==> config.mk <==
export PLATFORM = sky130hd
export DESIGN_NAME = bcd_conv_sched_flat
export DESIGN_NICKNAME = d
export VERILOG_FILES = /design/src/rtl/bcd_conv_sched_if.sv /design/src/rtl/bcd_conv_sched.sv /design/src/flat_wrapper.sv
export SDC_FILE = /design/constraint.sdc
export NUM_CORES = 1
export LEC_CHECK = 0
export BUFFER_PORTS_ARGS = -buffer_cell sky130_fd_sc_hd__buf_4
export CAP_MARGIN = 5
export CORE_MARGIN = 2
export CORE_UTILIZATION = 47
export DETAILED_ROUTE_END_ITERATION = 16
export PLACE_DENSITY = 0.7
export SLEW_MARGIN = 20
export SYNTH_ARGS = -nofsm -noshare
export SYNTH_HDL_FRONTEND = slang
export SYNTH_SLANG_ARGS = --single-unit
export TNS_END_PERCENT = 5
==> constraint.sdc <==
create_clock -name clk -period 1.7 [get_ports clk]
set_input_delay 0.255 -clock clk [delete_from_list [all_inputs] [get_ports clk]]
set_output_delay 0.255 -clock clk [all_outputs]
set_load 0.03 [all_outputs]
==> src/rtl/bcd_conv_sched_if.sv <==
// Request/result bundle between requesters and the shared BCD converter.
// Requesters hold req/bin_in until their gnt bit pulses; results arrive with a done pulse.
interface bcd_conv_sched_if #(
    parameter int NREQ = 2,
    parameter int IDW  = 1,
    parameter int NBIT = 16
);
    logic [NREQ-1:0]            req;
    logic [NREQ*(NBIT+1)-1:0]   bin_in;
    logic [NREQ-1:0]            gnt;
    logic                       busy;
    logic                       done;
    logic [IDW-1:0]             done_id;
    logic [16:0]                bcd_out;
    logic                       ovf;

    modport master (
        output req, bin_in,
        input  gnt, busy, done, done_id, bcd_out, ovf
    );

    modport slave (
        input  req, bin_in,
        output gnt, busy, done, done_id, bcd_out, ovf
    );
endinterface

==> src/rtl/bcd_conv_sched.sv <==
// Round-robin shared binary-to-BCD engine; done 17 edges after capture, one issue per 18 cycles.
// req is level and held until gnt, ignored while busy; BCD_SAT_EN clamps overflowed digits to 9999.
module bcd_conv_sched #(
    parameter int NREQ = 2,
    parameter int IDW  = 1,
    parameter int NBIT = 16
) (
    input  logic            clk,
    input  logic            rst_n,
    bcd_conv_sched_if.slave bus
);
    localparam int OPW = NBIT + 1;
    localparam int CW  = $clog2(NBIT + 1);

    typedef enum logic [1:0] {IDLE, SHIFT, DONE} state_t;

    state_t          state_q, state_d;
    logic [IDW-1:0]  ptr_q, ptr_d;
    logic [IDW-1:0]  id_q, id_d;
    logic [IDW-1:0]  done_id_q, done_id_d;
    logic [CW-1:0]   cnt_q, cnt_d;
    logic [19:0]     scr_q, scr_d;
    logic [NBIT-1:0] mag_q, mag_d;
    logic            sign_q, sign_d;
    logic [NREQ-1:0] gnt_q, gnt_d;
    logic            busy_q, busy_d;
    logic            done_q, done_d;
    logic            ovf_q, ovf_d;
    logic [16:0]     bcd_q, bcd_d;

    logic            found;
    logic [IDW-1:0]  win;
    logic [IDW-1:0]  cand;
    logic [OPW-1:0]  op_sel;
    logic [NREQ-1:0] win_oh;
    logic [19:0]     scr_adj;

    // Scan from the highest offset down so the candidate nearest the pointer wins.
    always_comb begin
        found = 1'b0;
        win   = '0;
        cand  = '0;
        for (int i = NREQ - 1; i >= 0; i--) begin
            if (int'(ptr_q) + i >= NREQ) begin
                cand = IDW'(int'(ptr_q) + i - NREQ);
            end else begin
                cand = IDW'(int'(ptr_q) + i);
            end
            if (bus.req[cand]) begin
                found = 1'b1;
                win   = cand;
            end
        end
    end

    always_comb begin
        op_sel = '0;
        win_oh = '0;
        for (int k = 0; k < NREQ; k++) begin
            if (win == IDW'(k)) begin
                op_sel    = bus.bin_in[k*OPW +: OPW];
                win_oh[k] = found;
            end
        end
    end

    always_comb begin
        scr_adj = '0;
        for (int k = 0; k < 5; k++) begin
            scr_adj[4*k +: 4] = (scr_q[4*k +: 4] >= 4'd5) ? scr_q[4*k +: 4] + 4'd3
                                                            : scr_q[4*k +: 4];
        end
    end

    always_comb begin
        state_d   = state_q;
        ptr_d     = ptr_q;
        id_d      = id_q;
        done_id_d = done_id_q;
        cnt_d     = cnt_q;
        scr_d     = scr_q;
        mag_d     = mag_q;
        sign_d    = sign_q;
        gnt_d     = '0;
        busy_d    = busy_q;
        done_d    = 1'b0;
        ovf_d     = ovf_q;
        bcd_d     = bcd_q;
        case (state_q)
            IDLE: begin
                busy_d = found;
                if (found) begin
                    sign_d  = op_sel[OPW-1];
                    mag_d   = op_sel[NBIT-1:0];
                    id_d    = win;
                    cnt_d   = CW'(NBIT);
                    scr_d   = '0;
                    gnt_d   = win_oh;
                    ptr_d   = (win == IDW'(NREQ - 1)) ? '0 : win + 1'b1;
                    state_d = SHIFT;
                end
            end
            SHIFT: begin
                {scr_d, mag_d} = {scr_adj[18:0], mag_q, 1'b0};
                cnt_d          = cnt_q - 1'b1;
                if (cnt_q == CW'(1)) begin
                    state_d = DONE;
                end
            end
            DONE: begin
                ovf_d     = |scr_q[19:16];
                bcd_d     = {sign_q, scr_q[15:0]};
`ifdef BCD_SAT_EN
                if (|scr_q[19:16]) begin
                    bcd_d[15:0] = 16'h9999;
                end
`endif
                done_d    = 1'b1;
                done_id_d = id_q;
                state_d   = IDLE;
            end
            default: state_d = IDLE;
        endcase
    end

    always_ff @(posedge clk) begin
        if (!rst_n) begin
            state_q   <= IDLE;
            ptr_q     <= '0;
            id_q      <= '0;
            done_id_q <= '0;
            cnt_q     <= '0;
            scr_q     <= '0;
            mag_q     <= '0;
            sign_q    <= 1'b0;
            gnt_q     <= '0;
            busy_q    <= 1'b0;
            done_q    <= 1'b0;
            ovf_q     <= 1'b0;
            bcd_q     <= '0;
        end else begin
            state_q   <= state_d;
            ptr_q     <= ptr_d;
            id_q      <= id_d;
            done_id_q <= done_id_d;
            cnt_q     <= cnt_d;
            scr_q     <= scr_d;
            mag_q     <= mag_d;
            sign_q    <= sign_d;
            gnt_q     <= gnt_d;
            busy_q    <= busy_d;
            done_q    <= done_d;
            ovf_q     <= ovf_d;
            bcd_q     <= bcd_d;
        end
    end

    assign bus.gnt     = gnt_q;
    assign bus.busy    = busy_q;
    assign bus.done    = done_q;
    assign bus.done_id = done_id_q;
    assign bus.bcd_out = bcd_q;
    assign bus.ovf     = ovf_q;
endmodule

==> src/flat_wrapper.sv <==
// flat-port wrapper written by rule: the top's interface ports become plain ports
module bcd_conv_sched_flat 
#(
    parameter int NREQ = 2,
    parameter int IDW  = 1,
    parameter int NBIT = 16
)
  (clk, rst_n, bus_req, bus_bin_in, bus_gnt, bus_busy, bus_done, bus_done_id, bus_bcd_out, bus_ovf);
  bcd_conv_sched_if #(.NREQ(NREQ), .IDW(IDW), .NBIT(NBIT)) bus_i ();
  input  logic clk;
  input  logic rst_n;
  input wire logic [$bits(bus_i.req)-1:0] bus_req;
  input wire logic [$bits(bus_i.bin_in)-1:0] bus_bin_in;
  output wire logic [$bits(bus_i.gnt)-1:0] bus_gnt;
  output wire logic [$bits(bus_i.busy)-1:0] bus_busy;
  output wire logic [$bits(bus_i.done)-1:0] bus_done;
  output wire logic [$bits(bus_i.done_id)-1:0] bus_done_id;
  output wire logic [$bits(bus_i.bcd_out)-1:0] bus_bcd_out;
  output wire logic [$bits(bus_i.ovf)-1:0] bus_ovf;
  assign bus_i.req = bus_req;
  assign bus_i.bin_in = bus_bin_in;
  assign bus_gnt = bus_i.gnt;
  assign bus_busy = bus_i.busy;
  assign bus_done = bus_i.done;
  assign bus_done_id = bus_i.done_id;
  assign bus_bcd_out = bus_i.bcd_out;
  assign bus_ovf = bus_i.ovf;
  bcd_conv_sched #(.NREQ(NREQ), .IDW(IDW), .NBIT(NBIT)) u_core (.clk(clk), .rst_n(rst_n), .bus(bus_i));
endmodule
==> impl_metrics.env <==
export IMPL_status="complete, no violations"
export IMPL_synth_area_top_cells="dfxtp_1 (45%), a22oi_1 (7.5%), a21boi_0 (6.3%), nand2_1 (5.7%), ha_1 (5.3%)"
export IMPL_path_max_fanout=4
export IMPL_ys_types=44
export IMPL_grt_overflow_total=0
export IMPL_max_slew_margin_rel_pct=71.4
export IMPL_path_class="flip-flop to flip-flop"
export IMPL_die_width_microns=85.1
export IMPL_dp_cells=462
export IMPL_drt_wl_total_microns=6580
export IMPL_clk_latency_ns=0.33
export IMPL_track_usage_pct=19.6
export IMPL_p_switching_uw=963
export IMPL_synth_seq_cells=69
export IMPL_syn_instance_count=332
export IMPL_setup_ws_ns=0.193
export IMPL_period_needed_ns=1.51
export IMPL_p_leak_uw=0.00152
export IMPL_p_clk_share_pct=35.0
export IMPL_cts_buffer_depth=2
export IMPL_synth_xor_area_share_pct=2.55
export IMPL_yosys_area_top_type="dfxtp_1"
export IMPL_slew_viol_final=0
export IMPL_die_h_microns=85.1
export IMPL_post_cts_setup_buffers=0
export IMPL_hp_class="primary input to flip-flop"
export IMPL_grt_max_degree=43
export IMPL_swShare_pct=26.8
export IMPL_port_buffers=60
export IMPL_syn_area_per_cell_sq_um=9.32
export IMPL_pre_cts_slack_ns=0.216
export IMPL_area_growth_pct=23.0
export IMPL_rsz0062_at_grt="false"
export IMPL_drtIter0Drc=112
export IMPL_clock_sinks=69
export IMPL_yosysMostFrequentCell="dfxtp_1"
export IMPL_synth_top_area_share_pct=44.7
export IMPL_crit_arrival_ns=1.76
export IMPL_hold_viol=0
export IMPL_cts_root_buffer="clkbuf_8"
export IMPL_core_rowCount=29
export IMPL_grt_pass1_wl_microns=11400
export IMPL_final_fill_count=550
export IMPL_syn_nets=383
export IMPL_cap_violations=0
export IMPL_synthTopCellsByCount="dfxtp_1 (69), nand2_1 (47), a22oi_1 (31)"
export IMPL_antennaDiodeCount=0
export IMPL_num_vias=2559
export IMPL_worstMarginPinSlew_ns=0.428
export IMPL_core_area_sq_um=6350
export IMPL_synth_compound_area_share_pct=26.0
export IMPL_muxShareOfSynthArea_pct=2.06
export IMPL_cts_resized=0
export IMPL_final_cells=477
export IMPL_drc=0
export IMPL_cts_inserted_buffers=9
export IMPL_ir_drop_v=0.000571
export IMPL_synth_area_sq_um=3090
export IMPL_p_total_uw=3590
export IMPL_pwr_share_seq_pct=49.6
export IMPL_synthSimpleGateAreaFrac_pct=14.2
export IMPL_setup_violations=0
export IMPL_io_pin_count=61
export IMPL_drive_gt1_share_pct=23.5
export IMPL_grt_pass1_vias=2573
export IMPL_power_density_nw_per_um2=944
export IMPL_clkTransAtPathRegs_ns=0.07
export IMPL_synthFlopType="dfxtp_1"
export IMPL_initial_core_util_pct=48.7
export IMPL_cts_max_level=3
export IMPL_yosysSeqAreaShare_pct=44.7
export IMPL_synth_adder_area_share_pct=5.26
export IMPL_required_ns=1.96
export IMPL_timing_fmax_ghz=0.663
export IMPL_dp_hpwl_microns=4680
export IMPL_startpoint_type="flip-flop"
export IMPL_internal_power_uw=2630
export IMPL_dieArea_sq_um=7250
export IMPL_firstDrtPassIters=4
export IMPL_async_reset_ff_share_pct=0
export IMPL_power_frac_comb_pct=15.5
export IMPL_skew_ns=0.00814
export IMPL_crit_path_end_kind="flip-flop"
export IMPL_synth_edf_count=0
export IMPL_ys_warn_count=0
export IMPL_wl_per_cell_microns=13.8
export IMPL_nets=447
export IMPL_cts_tree="built"
export IMPL_postCtsHoldBufs=0
export IMPL_setup_tns_ns=0
export IMPL_gp_congestion=0.769
export IMPL_fin_crit_sh_pct=88.7
export IMPL_synth_top_family_by_area="compound AO/OA/AOI/OAI gates"
export IMPL_vias_per_cell=5.36
export IMPL_antenna_found_initial=0
export IMPL_ant_nets=0
[cell usage in the layout, fill, tap and decap left out, types with 4 or more instances in the layout]
| cell type | Yosys | routed |
|---|---|---|
| buf_4 | 1 | 74 |
| dfxtp_1 | 69 | 69 |
| nand2_1 | 47 | 47 |
| a22oi_1 | 31 | 31 |
| a21boi_0 | 26 | 26 |
| o21ai_0 | 15 | 15 |
| ha_1 | 13 | 13 |
| inv_1 | 12 | 12 |
| a21oi_1 | 9 | 9 |
| a21boi_1 | 9 | 9 |
| clkbuf_8 | 0 | 9 |
| o22ai_1 | 7 | 7 |
| nor2_1 | 7 | 7 |
| nand2b_1 | 6 | 6 |
| and2_1 | 5 | 5 |
| xnor2_1 | 5 | 5 |
| nor2b_1 | 5 | 5 |
| xor2_1 | 4 | 4 |
[worst max-delay path, stage by stage (launching register included)]
cell	delay (ns)
dfxtp_1	0.36
inv_1	0.10
ha_1	0.18
nand2b_1	0.13
a21oi_1	0.19
mux2_2	0.35
o21ai_0	0.13
[worst paths after layout]
kind	from	end	slack [ns]	cells past startpoint
min	bus_bin_in[0]	u_core.mag_q[0]	0.15	2
max	u_core.scr_q[9]	u_core.scr_q[10]	0.19	6
min reg2reg	u_core.bus.bcd_out[8]	u_core.bus.bcd_out[8]	0.46	2
max reg2reg	u_core.scr_q[9]	u_core.scr_q[10]	0.19	6
[through the flow]
stage	area, sq um	util [%]	hold WS, ns
floorplan	3090	-	0.393
finish	3800	59.9	0.152
detailed placement	3620	57.1	0.458
global placement	3620	57.1	0.446
CTS	3800	59.9	0.142
global route	3800	59.9	0.151
[per-layer routing]
metal	global-route usage (%)	wire length, microns	vias to the layer above
li1	-	-	1310
met1	24.3	3050	1179
met2	32.6	3100	64
met3	5.25	348	6
met4	7.07	76	0
met5	0	0	-
[registers in the layout, summed over array words and instances, names as in the netlist]
name / count
u_core.bus.done_id: 1
u_core.id_q: 1
u_core.ptr_q: 1
u_core.bus.busy: 1
u_core.scr_q: 20
u_core.cnt_q: 5
u_core.bus.done: 1
u_core.bus.ovf: 1
u_core.mag_q: 16
u_core.sign_q: 1
u_core.bus.gnt: 2
u_core.state_q: 2
u_core.bus.bcd_out: 17
[cell type report]
type,instances,area (sq um),area share (%)
Multi-Input combinational cell,230,1550,40.6
Clock buffer,10,128,3.35
Tap cell,77,96.3,2.53
Timing Repair Buffer,74,556,14.6
Inverter,12,45.0,1.18
Clock inverter,5,52.6,1.38
Sequential cell,69,1380,36.3
[logic make-up (layout without fill, tap and decap cells)]
| logic type | after synthesis | count (layout) |
|---|---|---|
| AO/OA/AOI/OAI | 114 | 114 |
| AND/OR/NAND/NOR | 88 | 88 |
| flip-flops | 69 | 69 |
| buffers and inverters | 33 | 101 |
| adder cells (fa/ha/maj) | 13 | 13 |
| XOR/XNOR | 9 | 9 |
| multiplexers | 6 | 6 |
[power groups by stage]
stage | Sequential [uW] | Combinational [uW] | Clock, uW
final | 1780 | 556 | 1260
after detailed placement | 1810 | 559 | 0
after global routing | 1790 | 620 | 1350
after CTS | 1780 | 561 | 1280
after floorplan | 1810 | 375 | 0
after global placement | 1810 | 546 | 0
(Power assumes the default switching activity.)
